==> src/rtl/dac7821_write_sched_if.sv <==
// Bundle between the CPU address decoder and the DAC7821 write scheduler.
// Carries the one-hot value enables, the CPU data and the shared DAC bus outputs.
// Ports: master = decoder/CPU side (drives WR_EN/DATA_IN); slave = scheduler side.
interface dac7821_write_sched_if #(
    parameter int NCH = 7,
    parameter int DW  = 12
);
    logic [NCH-1:0] WR_EN;     // one-hot write strobes, one cycle per CPU write
    logic [DW-1:0]  DATA_IN;   // CPU data, sampled when any WR_EN bit is high
    logic [DW-1:0]  DAC_DATA;  // shared DAC7821 parallel data bus
    logic [NCH-1:0] DAC_CS_N;  // per-DAC chip select, active low
    logic           DAC_RW_N;  // shared R/W_n, 0 = write
    logic           BUSY;      // transfer in flight or anything pending
    logic [NCH-1:0] DONE;      // one-cycle one-hot completion pulse

    modport master (
        output WR_EN, DATA_IN,
        input  DAC_DATA, DAC_CS_N, DAC_RW_N, BUSY, DONE
    );

    modport slave (
        input  WR_EN, DATA_IN,
        output DAC_DATA, DAC_CS_N, DAC_RW_N, BUSY, DONE
    );
endinterface

==> src/rtl/dac7821_write_sched.sv <==
// Round-robin write scheduler serialising per-DAC shadow values onto one shared DAC7821 bus.
// Latency: grant one edge after capture; grant-to-grant period TSU+TCS+THOLD+1 cycles.
// Backpressure: none toward the CPU; writes coalesce per channel (latest value wins), never dropped.
// Ports: Clock, Reset_n (sync, active low), bus (slave modport: WR_EN/DATA_IN in;
//        DAC_DATA/DAC_CS_N/DAC_RW_N/BUSY/DONE out, all registered).
module dac7821_write_sched #(
    parameter int NCH   = 7,
    parameter int DW    = 12,
    parameter int TSU   = 2,
    parameter int TCS   = 3,
    parameter int THOLD = 1
) (
    input  logic                 Clock,
    input  logic                 Reset_n,
    dac7821_write_sched_if.slave bus
);

    localparam int IW    = (NCH > 1) ? $clog2(NCH) : 1;
    localparam int CMAX0 = (TSU > TCS) ? TSU : TCS;
    localparam int CMAX  = (CMAX0 > THOLD) ? CMAX0 : THOLD;
    localparam int CW    = (CMAX > 1) ? $clog2(CMAX) : 1;

    typedef enum logic [1:0] {IDLE, SETUP, STROBE, HOLD} state_t;

    state_t         state;
    logic [CW-1:0]  cnt;        // cycles left in the current phase, minus one
    logic [IW-1:0]  last;       // most recently granted channel
    logic [IW-1:0]  cur;        // channel of the transfer in flight
    logic [NCH-1:0] pending;
    logic [DW-1:0]  shadow [NCH];

    logic [DW-1:0]  dac_data;
    logic [NCH-1:0] dac_cs_n;
    logic           dac_rw_n;
    logic           busy;
    logic [NCH-1:0] done;

    logic           gnt_vld;
    logic [IW-1:0]  gnt_idx;
    logic           do_grant;
    logic           xfer_end;
    logic [NCH-1:0] gnt_clr;
    logic [NCH-1:0] pend_nxt;
    logic           busy_nxt;

    // Round-robin search starting just after the last granted channel.
    always_comb begin
        gnt_vld = 1'b0;
        gnt_idx = '0;
        for (int k = 1; k <= NCH; k++) begin
            if (!gnt_vld && pending[IW'((int'(last) + k) % NCH)]) begin
                gnt_vld = 1'b1;
                gnt_idx = IW'((int'(last) + k) % NCH);
            end
        end
    end

    // A capture in the grant cycle re-sets the flag the grant clears, so no write is lost.
    always_comb begin
        do_grant = (state == IDLE) && gnt_vld;
        xfer_end = (state == HOLD) && (cnt == '0);
        gnt_clr  = do_grant ? (NCH'(1) << gnt_idx) : '0;
        pend_nxt = (pending & ~gnt_clr) | bus.WR_EN;
        busy_nxt = do_grant || ((state != IDLE) && !xfer_end) || (pend_nxt != '0);
    end

    // Shadow values: every enabled channel captures independently.
    always_ff @(posedge Clock) begin
        if (!Reset_n) begin
            for (int i = 0; i < NCH; i++) shadow[i] <= '0;
        end else begin
            for (int i = 0; i < NCH; i++) begin
                if (bus.WR_EN[i]) shadow[i] <= bus.DATA_IN;
            end
        end
    end

    // Transfer FSM; the grant reads the pre-edge shadow so a same-edge write becomes a new transfer.
    always_ff @(posedge Clock) begin
        if (!Reset_n) begin
            state    <= IDLE;
            cnt      <= '0;
            last     <= IW'(NCH - 1);
            cur      <= '0;
            pending  <= '0;
            dac_data <= '0;
            dac_cs_n <= '1;
            dac_rw_n <= 1'b1;
            busy     <= 1'b0;
            done     <= '0;
        end else begin
            pending <= pend_nxt;
            busy    <= busy_nxt;
            done    <= '0;
            case (state)
                IDLE: begin
                    if (do_grant) begin
                        dac_data <= shadow[gnt_idx];
                        dac_rw_n <= 1'b0;
                        last     <= gnt_idx;
                        cur      <= gnt_idx;
                        cnt      <= CW'(TSU - 1);
                        state    <= SETUP;
                    end
                end
                SETUP: begin
                    if (cnt == '0) begin
                        dac_cs_n[cur] <= 1'b0;
                        cnt           <= CW'(TCS - 1);
                        state         <= STROBE;
                    end else begin
                        cnt <= cnt - 1'b1;
                    end
                end
                STROBE: begin
                    if (cnt == '0) begin
                        dac_cs_n <= '1;
                        cnt      <= CW'(THOLD - 1);
                        state    <= HOLD;
                    end else begin
                        cnt <= cnt - 1'b1;
                    end
                end
                HOLD: begin
                    if (cnt == '0) begin
                        dac_rw_n <= 1'b1;
                        done     <= NCH'(1) << cur;
                        cnt      <= '0;
                        state    <= IDLE;
                    end else begin
                        cnt <= cnt - 1'b1;
                    end
                end
                default: state <= IDLE;
            endcase
        end
    end

    assign bus.DAC_DATA = dac_data;
    assign bus.DAC_CS_N = dac_cs_n;
    assign bus.DAC_RW_N = dac_rw_n;
    assign bus.BUSY     = busy;
    assign bus.DONE     = done;

endmodule

==> src/flat_wrapper.sv <==
// flat-port wrapper written by rule: the top's interface ports become plain ports
module dac7821_write_sched_flat 
#(
    parameter int NCH   = 7,
    parameter int DW    = 12,
    parameter int TSU   = 2,
    parameter int TCS   = 3,
    parameter int THOLD = 1
)
  (Clock, Reset_n, bus_WR_EN, bus_DATA_IN, bus_DAC_DATA, bus_DAC_CS_N, bus_DAC_RW_N, bus_BUSY, bus_DONE);
  dac7821_write_sched_if #(.NCH(NCH), .DW(DW)) bus_i ();
  input  logic Clock;
  input  logic Reset_n;
  input wire logic [$bits(bus_i.WR_EN)-1:0] bus_WR_EN;
  input wire logic [$bits(bus_i.DATA_IN)-1:0] bus_DATA_IN;
  output wire logic [$bits(bus_i.DAC_DATA)-1:0] bus_DAC_DATA;
  output wire logic [$bits(bus_i.DAC_CS_N)-1:0] bus_DAC_CS_N;
  output wire logic [$bits(bus_i.DAC_RW_N)-1:0] bus_DAC_RW_N;
  output wire logic [$bits(bus_i.BUSY)-1:0] bus_BUSY;
  output wire logic [$bits(bus_i.DONE)-1:0] bus_DONE;
  assign bus_i.WR_EN = bus_WR_EN;
  assign bus_i.DATA_IN = bus_DATA_IN;
  assign bus_DAC_DATA = bus_i.DAC_DATA;
  assign bus_DAC_CS_N = bus_i.DAC_CS_N;
  assign bus_DAC_RW_N = bus_i.DAC_RW_N;
  assign bus_BUSY = bus_i.BUSY;
  assign bus_DONE = bus_i.DONE;
  dac7821_write_sched #(.NCH(NCH), .DW(DW), .TSU(TSU), .TCS(TCS), .THOLD(THOLD)) u_core (.Clock(Clock), .Reset_n(Reset_n), .bus(bus_i));
endmodule
==> config.mk <==
export PLATFORM = sky130hd
export DESIGN_NAME = dac7821_write_sched_flat
export DESIGN_NICKNAME = d
export VERILOG_FILES = /design/src/rtl/dac7821_write_sched_if.sv /design/src/rtl/dac7821_write_sched.sv /design/src/flat_wrapper.sv
export SDC_FILE = /design/constraint.sdc
export NUM_CORES = 1
export LEC_CHECK = 0
export ABC_CLOCK_PERIOD_IN_PS = 5800
export CAP_MARGIN = 20
export CORE_MARGIN = 2
export CORE_UTILIZATION = 54
export CTS_CLUSTER_SIZE = 40
export DETAILED_ROUTE_END_ITERATION = 8
export GPL_ROUTABILITY_DRIVEN = 0
export HOLD_SLACK_MARGIN = 0.03
export PLACE_DENSITY_LB_ADDON = 0.25
export SYNTH_ARGS = -nofsm -noshare
export SYNTH_HDL_FRONTEND = slang
export SYNTH_SLANG_ARGS = --single-unit
export TNS_END_PERCENT = 10
==> constraint.sdc <==
create_clock -name Clock -period 5.8 [get_ports Clock]
set_clock_uncertainty 0.05 [all_clocks]
set_input_delay 0.87 -clock Clock [delete_from_list [all_inputs] [get_ports Clock]]
set_output_delay 0.87 -clock Clock [all_outputs]
set_load 0.1 [all_outputs]
==> results.env <==
HOLD_VIOL=0
GRT_START_MAX_NET_PINS=57
CTS_HTREE_LEVELS=4
GRT_SETUP_UNREPAIRED='no'
CP_MAX_FO=39
CLOCK_TREE_FROM_TRITONCTS='done'
CP_DATA_ARRIVAL_TIME_NS=5.71
LAYOUT_WORST_PATH_CYCLE_SHARE_PCT=94.0
ACHIEVABLE-FREQUENCY_GHz=0.183
SYNTH_LARGEST_TYPE_AREA_FRACTION_PCT=32.2
DP_HPWL_UM=14300
DRT_DRC_VIOLATIONS_LEFT=0
SYNTHESIS.AREA_PER_INSTANCE_SQ_UM=9.92
ROUTE.VIAS.TOTAL=6694
CP-END-KIND='flip-flop'
TNS_NS=0
SYNTH-SEQ-CELLS=128
SEQ_AREA_FRAC_SYNTH_PCT=43.5
TIMING.CRITICAL_PATH.SLOWEST_STAGE_CELL='or2_1'
FINAL.MIN_CLOCK_PERIOD_NS=5.45
TRACK_USAGE_PCT=27.4
CPPEAKSTAGEDELAY_NS=0.34
YOSYSTOPAREACELL='edfxtp_1'
OUTCOME='completed'
POST-PLACE-WS_NS=0.259
FLOORPLAN.IO_PINS=49
FLOORPLAN.INITIALDENSITY_PCT=55.7
HOLD_BUFFERS=0
MAXIMUM_CAPACITANCE_VIOLATIONS=0
FLOORPLAN.CORE_AREA_SQ_UM=14000
VIA_CELL_RATIO=6.59
GRT_FIRST_PASS_WIRELENGTH_UM=34400
CTS_SINKS=128
SYNTH.DISTINCT_CELLS=81
SHARE_OF_POST_ROUTE_CELLS_WITH_DRIVE_STRENGTH_ABOVE_1_PCT=9.81
CRIT_PATH_FREQUENT_CELL='ha_1'
TIMING_WORST_SLEW_PIN_VALUE_NS=0.983
CTS-ROOT-BUF='clkbuf_16'
LAYOUTNONFILLERINSTCOUNT=1016
CLOCK_BUFFERS_CREATED_BY_TRITONCTS=17
CLK_PIN_SLEW_NS=0.06
CRITICAL_PATH.STARTPOINT_TYPE='flip-flop'
DIE_H_UM=124
GRT_OVERFLOW=0
DRT_PASS1_ITERATIONS=6
SYNTHESIS.INSTANCES=789
DESIGN.FINAL.NETS=871
YOSYS_WARNINGS=0
FP.DIEAREA_SQ_UM=15500
CHIPWIDTH_UM=124
AREA_GROWTH_PCT=16.3
SYNTH_TOP_AREA_CELLS='edfxtp_1, dfxtp_1, and3_1, mux2i_1, ha_1'
PLACEMENTROWS=43
DRT-WIRELENGTH-PER-CELL_UM=20.8
SLEW_HEADROOM_PCT=34.3
FIRST_GLOBAL_VIAS=6497
GRT_ANTENNA_BEFORE_REPAIR=0
TIMING.FINAL.WS_SETUP_NS=0.345
SYNTHFLOPTYPE='edfxtp_1'
REPORT.FINAL.SLEW_VIOL_COUNT=0
HOLD_SLACK_NS=0.403
HOLD_CLASS='flip-flop to flip-flop'
WL_UM=21200
SETUP_VIOL_COUNT_FINAL=0
SYNTH_ENABLE_FLOP_CELLS=84
POSTSYNTHNETCOUNT=837
CRITICAL_PATH.CELL_CHAIN='inv_1, ha_1, xor2_4, inv_2, ha_1, ha_1, a31oi_1, xnor2_1, inv_1, ha_2, a211oi_2, or2_1, or4_1, nand3_1, a222oi_1, buf_4, a21oi_2, o221a_1, nor3_4, buf_12, mux2i_1, mux2i_1, a21o_1'
PORT_BUFFERS=48
MAPPEDNETLISTAREA_SQ_UM=7830
DRT.ANTENNA.VIOLATING_NETS=0
WORSTSKEWPAIRLATENCY_NS=0.42
CRITPATHREQUIREDTIME_NS=6.06
POST-PLACE-CELLS=984
SYNTH_ASYNC_SR_FLOP_SHARE_PCT=0
CRITPATHKIND='flip-flop to flip-flop'
DIODES=0
CTS_BUFFER_DEPTH=2
DRC_MARKER_COUNT_FROM_THE_FIRST_DETAILED_ROUTE_ITERATION=763
## per-stage QoR
| step | area, sq um | utilization [%] |
|---|---|---|
| 2_1_floorplan | 7830 | - |
| 6_report | 9100 | 64.8 |
| 4_1_cts | 9090 | 64.7 |
| 3_3_place_gp | 8460 | 60.3 |
| 5_1_grt | 9100 | 64.8 |
| 3_5_place_dp | 8460 | 60.3 |
## synth_stat cells (all sizes together) (6+ instances only)
cell type  count
a31oi         10
nand4         22
a22o          10
o22ai          6
o21ai         33
o21a          17
buf           12
nand2b        12
xnor2         15
and2          18
mux2i         47
dfxtp         44
clkbuf        40
edfxtp        84
a21oi         27
o31ai          9
a211oi         8
a21o          16
inv           32
o211ai        17
nand3         20
ha            27
and3          78
nand2         40
nor2b          7
nor2          40
mux2          10
nor3          13
## worst paths after layout
| path | startpoint | end | slack [ns] | depth (start not counted) |
|---|---|---|---|---|
| worst max-delay path | u_core.last[1] | u_core.bus.DAC_DATA[8] | 0.35 | 23 |
| worst min-delay path | u_core.bus.DAC_CS_N[0] | u_core.bus.DAC_CS_N[0] | 0.40 | 2 |
| worst min register to register | u_core.bus.DAC_CS_N[0] | u_core.bus.DAC_CS_N[0] | 0.40 | 2 |
| worst max register to register | u_core.last[1] | u_core.bus.DAC_DATA[8] | 0.35 | 23 |
## layout by cell type (no fill, tap or decap), types with 26 or more instances in the layout
cell type | netlist | final
o21ai_0 | 33 | 33
ha_1 | 27 | 26
clkdlybuf4s50_1 | 0 | 47
nand2_1 | 40 | 40
edfxtp_1 | 84 | 84
and3_1 | 78 | 78
inv_1 | 31 | 31
mux2i_1 | 47 | 47
nor2_1 | 40 | 38
dfxtp_1 | 44 | 43
## timing repair
action,in CTS,in global routing
resized for setup,0,4
setup buffers,0,0
endpoints found under the setup margin,0,13
## worst max-delay path, delay by kind of cell (launching register included)
family,cells,cell delay [ns]
fa+ha+maj,4,1.05
simple gates,4,0.84
buf+inv,5,0.88
xor+xnor,2,0.44
mux,2,0.44
compound gates,6,1.30
flops,1,0.31
## cell type report
| cell class | count | area (sq um) |
|---|---|---|
| Fill cell | 1088 | 4940 |
| Multi-Input combinational cell | 577 | 4090 |
| Sequential cell | 128 | 3400 |
| Timing Repair Buffer | 67 | 631 |
| Clock buffer | 20 | 447 |
| Tap cell | 180 | 225 |
| Clock inverter | 12 | 180 |
| Inverter | 32 | 120 |
## state kept, by name (all words and copies together) (netlist names)
| name | flops |
|---|---|
| u_core.bus.BUSY | 1 |
| u_core.bus.DAC_CS_N | 7 |
| u_core.bus.DAC_DATA | 12 |
| u_core.bus.DAC_RW_N | 1 |
| u_core.bus.DONE | 7 |
| u_core.cnt | 2 |
| u_core.cur | 3 |
| u_core.last | 2 |
| u_core.pending | 7 |
| u_core.shadow | 84 |
| u_core.state | 2 |
## kinds of logic (layout without fill, tap and decap cells)
| family | Yosys count | after routing | synth area share, % |
|---|---|---|---|
| and+or+nand+nor | 272 | 272 | 19.2 |
| AOI/OAI and AO/OA | 200 | 200 | 18.2 |
| DFF | 128 | 128 | 43.5 |
| buffers and inverters | 84 | 131 | 4.41 |
| muxes | 59 | 59 | 8.02 |
| adders and majority gates | 27 | 27 | 4.32 |
| xor gates and xnor gates | 19 | 19 | 2.37 |
## per-layer routing
layer  track usage (%)  wire (um)  vias up
li1                  -          -     3059
met5                 0          0        -
met4              8.06        357        0
met3              5.97       2100       39
met1              39.9       9370     3238
met2              41.1       9340      358
Power is not shown: default switching activity piles up to over one toggle a cycle in this logic, so the estimate is an artifact.
